$ cat config.mk
export PLATFORM = sky130hd
export DESIGN_NAME = comb_case_bist
export DESIGN_NICKNAME = d
export VERILOG_FILES = /design/src/rtl/comb_case_bist_pkg.sv /design/src/rtl/comb_case_bist_misr.sv /design/src/rtl/comb_case_bist.sv
export SDC_FILE = /design/constraint.sdc
export NUM_CORES = 1
export LEC_CHECK = 0
export ABC_AREA = 1
export BUFFER_PORTS_ARGS = -buffer_cell sky130_fd_sc_hd__buf_2
export CAP_MARGIN = 20
export CORE_MARGIN = 1.5
export CORE_UTILIZATION = 49
export DETAILED_ROUTE_END_ITERATION = 7
export PLACE_DENSITY = 0.8
export SYNTH_ARGS = -nofsm -noshare
export SYNTH_HDL_FRONTEND = slang
export SYNTH_SLANG_ARGS = --single-unit
$ cat constraint.sdc
create_clock -name clk -period 1.7 [get_ports clk]
set_input_delay 0.255 -clock clk [delete_from_list [all_inputs] [get_ports clk]]
set_output_delay 0.255 -clock clk [all_outputs]
set_load 0.005 [all_outputs]
$ cat src/rtl/comb_case_bist_pkg.sv
// Shared types and constants for the combinational-case BIST engine.
package comb_case_bist_pkg;

    typedef enum logic [1:0] {
        ST_IDLE  = 2'd0,
        ST_RUN   = 2'd1,
        ST_DRAIN = 2'd2,
        ST_DONE  = 2'd3
    } state_t;

    localparam int              MISR_W_DEF    = 16;
    localparam logic [15:0]     MISR_POLY_DEF = 16'h002D;
    localparam int              N_OUT         = 3;

    function automatic int pat_count(input int n);
        return 1 << n;
    endfunction

endpackage

$ cat src/rtl/comb_case_bist_misr.sv
// Galois-form multiple-input signature register compacting the case responses.
module misr_compactor #(
    parameter int                MISR_W    = 16,
    parameter logic [MISR_W-1:0] MISR_POLY = 16'h002D,
    parameter int                N_OUT     = 3
) (
    input  logic              clk,
    input  logic              rst_n,
    input  logic              clr,
    input  logic              en,
    input  logic [N_OUT-1:0]  din,
    output logic [MISR_W-1:0] sig
);

    logic [MISR_W-1:0] sig_q;
    logic [MISR_W-1:0] sig_d;

    always_comb begin
        sig_d = {sig_q[MISR_W-2:0], 1'b0}
              ^ (sig_q[MISR_W-1] ? MISR_POLY : '0)
              ^ MISR_W'(din);
    end

    always_ff @(posedge clk or negedge rst_n) begin
        if (!rst_n) begin
            sig_q <= '0;
        end else if (clr) begin
            sig_q <= '0;
        end else if (en) begin
            sig_q <= sig_d;
        end
    end

    assign sig = sig_q;

endmodule

$ cat src/rtl/comb_case_bist.sv
// BIST engine: walks every input pattern of a 6-in/3-out case and compacts
// the responses into a MISR signature checked against a golden value.
//
//   state    | meaning
//   ---------+-----------------------------------------------------------
//   ST_IDLE  | waiting for start; outputs quiet
//   ST_RUN   | loading one pattern per edge, capture pipe filling
//   ST_DRAIN | all patterns loaded; pattern held at 0 while the pipe empties
//   ST_DONE  | signature frozen, pass valid; start re-runs
module comb_case_bist
    import comb_case_bist_pkg::*;
#(
    parameter int                N_IN      = 6,
    parameter int                MISR_W    = MISR_W_DEF,
    parameter logic [MISR_W-1:0] MISR_POLY = MISR_POLY_DEF,
    parameter int                LAT       = 1
) (
    input  logic              clk,
    input  logic              rst_n,
    input  logic              start,
    input  logic              abort,
    input  logic [MISR_W-1:0] golden,
    output logic              a,
    output logic              b,
    output logic              c,
    output logic              d,
    output logic              e,
    output logic              f,
    input  logic              y1,
    input  logic              y2,
    input  logic              y3,
    output logic              busy,
    output logic              done,
    output logic              pass,
    output logic [MISR_W-1:0] signature,
    output logic [N_IN-1:0]   pat_idx
);

    localparam int              PAT_CNT  = pat_count(N_IN);
    localparam logic [N_IN-1:0] LAST_PAT = N_IN'(PAT_CNT - 1);

    state_t            state_q;
    logic [N_IN-1:0]   pat_q;
    logic [N_IN-1:0]   pat_nxt;
    logic [LAT-1:0]    vld_q;
    logic              busy_q;
    logic              done_q;
    logic              pass_q;
    logic              start_ok;
    logic              misr_clr;
    logic              misr_en;
    logic [MISR_W-1:0] sig;

    assign pat_nxt  = pat_q + 1'b1;
    assign start_ok = start && !abort && (state_q == ST_IDLE || state_q == ST_DONE);
    assign misr_clr = start_ok;
    // A response is absorbed when its valid bit leaves the pipe; abort blocks it.
    assign misr_en  = vld_q[LAT-1] && !abort;

    always_ff @(posedge clk or negedge rst_n) begin
        if (!rst_n) begin
            state_q <= ST_IDLE;
            pat_q   <= '0;
            vld_q   <= '0;
            busy_q  <= 1'b0;
            done_q  <= 1'b0;
            pass_q  <= 1'b0;
        end else if (abort) begin
            state_q <= ST_IDLE;
            pat_q   <= '0;
            vld_q   <= '0;
            busy_q  <= 1'b0;
            done_q  <= 1'b0;
            pass_q  <= 1'b0;
        end else begin
            case (state_q)
                ST_IDLE, ST_DONE: begin
                    if (start) begin
                        state_q <= ST_RUN;
                        pat_q   <= '0;
                        vld_q   <= LAT'({vld_q, 1'b1});
                        busy_q  <= 1'b1;
                        done_q  <= 1'b0;
                        pass_q  <= 1'b0;
                    end
                end
                ST_RUN: begin
                    pat_q <= pat_nxt;
                    vld_q <= LAT'({vld_q, 1'b1});
                    if (pat_nxt == LAST_PAT) begin
                        state_q <= ST_DRAIN;
                    end
                end
                ST_DRAIN: begin
                    pat_q <= '0;
                    vld_q <= LAT'({vld_q, 1'b0});
                    // Pipe already empty: the last capture landed on the previous edge.
                    if (vld_q == '0) begin
                        state_q <= ST_DONE;
                        busy_q  <= 1'b0;
                        done_q  <= 1'b1;
                        pass_q  <= (sig == golden);
                    end
                end
                default: begin
                    state_q <= ST_IDLE;
                    pat_q   <= '0;
                    vld_q   <= '0;
                    busy_q  <= 1'b0;
                    done_q  <= 1'b0;
                    pass_q  <= 1'b0;
                end
            endcase
        end
    end

    misr_compactor #(
        .MISR_W    (MISR_W),
        .MISR_POLY (MISR_POLY),
        .N_OUT     (N_OUT)
    ) u_misr (
        .clk   (clk),
        .rst_n (rst_n),
        .clr   (misr_clr),
        .en    (misr_en),
        .din   ({y1, y2, y3}),
        .sig   (sig)
    );

    assign {a, b, c, d, e, f} = pat_q;
    assign pat_idx   = pat_q;
    assign busy      = busy_q;
    assign done      = done_q;
    assign pass      = pass_q;
    assign signature = sig;

endmodule

==> impl_metrics.csv <==
group,metric,value,unit
status,outcome,"complete, no violations",
grt,grt.overflow.total,0,
timing,rsz0062_at_grt,"false",
floorplan,dieArea,3486,µm²
synth,netlist_top_cells_count,"32 x inv_1, 31 x nand2_1, 28 x dfrtp_1",
worst_setup_path,worstRegToRegCells,11,
worst_setup_path,worstSetupEndpointType,"register",
clock_network,cts_setup_buffers,0,
worst_setup_path,cpMaxStageDelayCell,"dfrtp_1",
power_and_ir_drop,powerDensity,1043,nW/µm²
timing,hold_viol_final,0,
worst_setup_path,critPathMaxStageDelay,390,ps
floorplan,rows,20,
grt,grt_pass1_vias,1170,
placed_design,gp_congestion,0.8332,
placed_design,hpwl,2484,µm
worst_setup_path,path_class,"reg2reg",
floorplan,dieWidth,59.04,µm
worst_setup_path,critical_path.cell_chain,"inv_1, ha_1, inv_1, nor2_4, nand2_1, nand2_1, inv_2, nand3_1, inv_1, nand3_1, nand2_1",
synth,synth.ff_latch_count,28,
synth,synth_top_area_cell,"dfrtp_1",
layout,area_delta_synth_final,23.17,%
timing,max_freq,649.6,MHz
synth,synth_edf_count,0,
timing,drv_slew,0,
worst_setup_path,cp_top_family,"simple AND/OR/NAND/NOR gates",
worst_hold_path,holdPathEnd,"u_misr.sig[0]",
clock_network,clockBufferDepth,2,
worst_hold_path,hold_depth,3,
grt,antenna_found_initial,0,
power_and_ir_drop,ir_drop,535.5,µV
synth,async_flop_share,1.000,
route,drt_iter0_markers,38,
synth,synth_cell_type_count,20,
power_and_ir_drop,p_leak,0.9738,nW
timing,layout_min_cycle_time,1539,ps
clock_network,clock_latency,320,ps
timing,tightest_slew,609.0,ps
timing,worst_slack,160.6,ps
clock_network,cts.clk_slew.worst_paths,140,ps
synth,synth.most_common_cell,"inv_1",
worst_setup_path,worstPathBufferInverterCount,4,
worst_setup_path,r2r_end,"pass",
placed_design,port_buffers,53,
layout,drive_gt1_frac,0.2911,
worst_setup_path,required,1930,ps
grt,grt_use_total,0.1897,
worst_hold_path,hold_start,"y3",
floorplan,coreArea,3028,µm²
clock_network,clock-root-buffer,"clkbuf_4",
floorplan,start_util,0.5083,
clock_network,cts_sinks,28,
timing,finClkSkew,1.688,ps
floorplan,die_y,59.04,µm
timing,slew_headroom,0.5940,
synth,yosys_warnings,0,
power_and_ir_drop,finalPower,0.001977,W
flow_run,maxCapViolCount,0,
route,viasPerCell,4.797,
clock_network,numCtsBuffers,3,
route,dr.pass1.iters,4,
synth,avgSynthCellArea,8.410,µm²
grt,grt_start_max_net_pins,29,
synth,synth_area_leaders,"dfrtp_1 46%, xnor2_1 10%, inv_1 7.8%, nand2_1 7.6%, o22ai_1 7.3%",
synth,syn-num-nets,210,
clock_network,h-tree-depth,1,
timing,setup_viol,0,
route,antenna_left,0,
layout,fin_nets,265,
timing,finalCritPeriodShare,0.9055,
layout,n_antenna_cell,0,
route,drc,0,
synth,yosysTopAreaCellShare,0.4553,
route,wl_per_cell,11.49,µm
route,via_count,1348,
worst_setup_path,arrival,1770,ps
grt,grt_pass1_wl,5016,µm
placed_design,dp_slack,118.0,ps
clock_network,cts_tree,"done",
worst_setup_path,path_max_fanout,5,
synth,synth_cells,183,
timing,holdWs,212.0,ps
synth,seq_area_frac_synth,0.4553,
worst_setup_path,cp-start-kind,"register",
synth,ys.flop_type,"dfrtp_1",
worst_hold_path,hold_class,"in2reg",
timing,setup-tns-final,0,ps
route,finalWirelength,3228,µm
worst_setup_path,reg2reg_from,"state_q[0]",
synth,synth_area,1539,µm²
worst_setup_path,r2r_setup_slack,160,ps
floorplan,ios,54,
final cells by class:
type                    count  area [µm²]
multi-input cells         112       663.1
inverters                  34       127.6
well taps                  44       55.05
clock buffers               4       36.28
flip-flops and latches     28       700.7
fillers                   284        1132
repair buffers             59       312.8
placed cells by master, fill, tap and decap left out:
master and count:
a21oi_1 2, a21oi_2 1, buf_2 53, buf_4 5, clkbuf_4 3, clkbuf_8 1, dfrtp_1 28, dlygate4sd3_1 1
ha_1 3, ha_2 1, inv_1 32, inv_2 2, nand2_1 31, nand3_1 12, nand4_1 5, nor2_1 9
nor2_4 1, nor3_2 1, o21ai_0 6, o21ai_1 1, o22ai_1 18, or2_2 1, xnor2_1 18, xor2_1 2
worst min-delay path, delay by kind of cell:
kind | cells | cell delay, ps
XOR/XNOR | 1 | 100
AO/OA/AOI/OAI | 1 | 70
buffers and inverters | 1 | 80
sequential cells by signal, summed over array words and instances (netlist names):
register,count
state_q,2
vld_q,1
done,1
pat_idx,6
busy,1
pass,1
u_misr.sig,16
cells by family (layout without fill, tap and decap cells):
group / after synthesis / in the layout / share of synthesized area
xor+xnor: 20 / 20 / 0.1138
simple gates: 60 / 60 / 0.1683
buf+inv: 43 / 97 / 0.1220
compound gates: 28 / 28 / 0.1081
flops: 28 / 28 / 0.4553
fa+ha+maj: 4 / 4 / 0.03252
report_power, final:
part	total [W]	internal, W	switching, W
logic	0.000773	0.000338	0.000435
registers	0.000888	0.000783	0.000105
clock network	0.000316	0.000131	0.000185
metrics by stage:
step	cells	cell area (µm²)	util
after floorplan	183	1539	-
after global routing	281	1896	0.6260
after global placement	276	1837	0.6066
after detailed placement	276	1837	0.6066
final	281	1896	0.6260
after CTS	281	1883	0.6219
routing by layer:
layer  vias to the layer above  track usage  share of wire
li1                        696            -              -
met4                         0      0.05519         0.0056
met3                         2      0.02838          0.024
met5                         -            0              0
met2                        22       0.2984           0.49
met1                       628       0.2735           0.48
worst max path at each step:
stage | from | to | slack (ps) | cells after the start
after detailed placement | state_q[0] | pat_idx[1] | 120 | 7
final | state_q[0] | pass | 160 | 11
after global routing | pat_idx[0] | state_q[0] | 10 | 10
after global placement | state_q[0] | pat_idx[1] | 180 | 7
after CTS | state_q[0] | pat_idx[1] | 90 | 7
after floorplan | state_q[0] | pass | 220 | 11
repair_timing:
action | in CTS | in global routing
hold buffers | 1 | 0
gates resized for setup | 0 | 3
endpoints found under the hold margin | 28 | 0
endpoints found under the setup margin | 0 | 3
(Power assumes the default switching activity.)
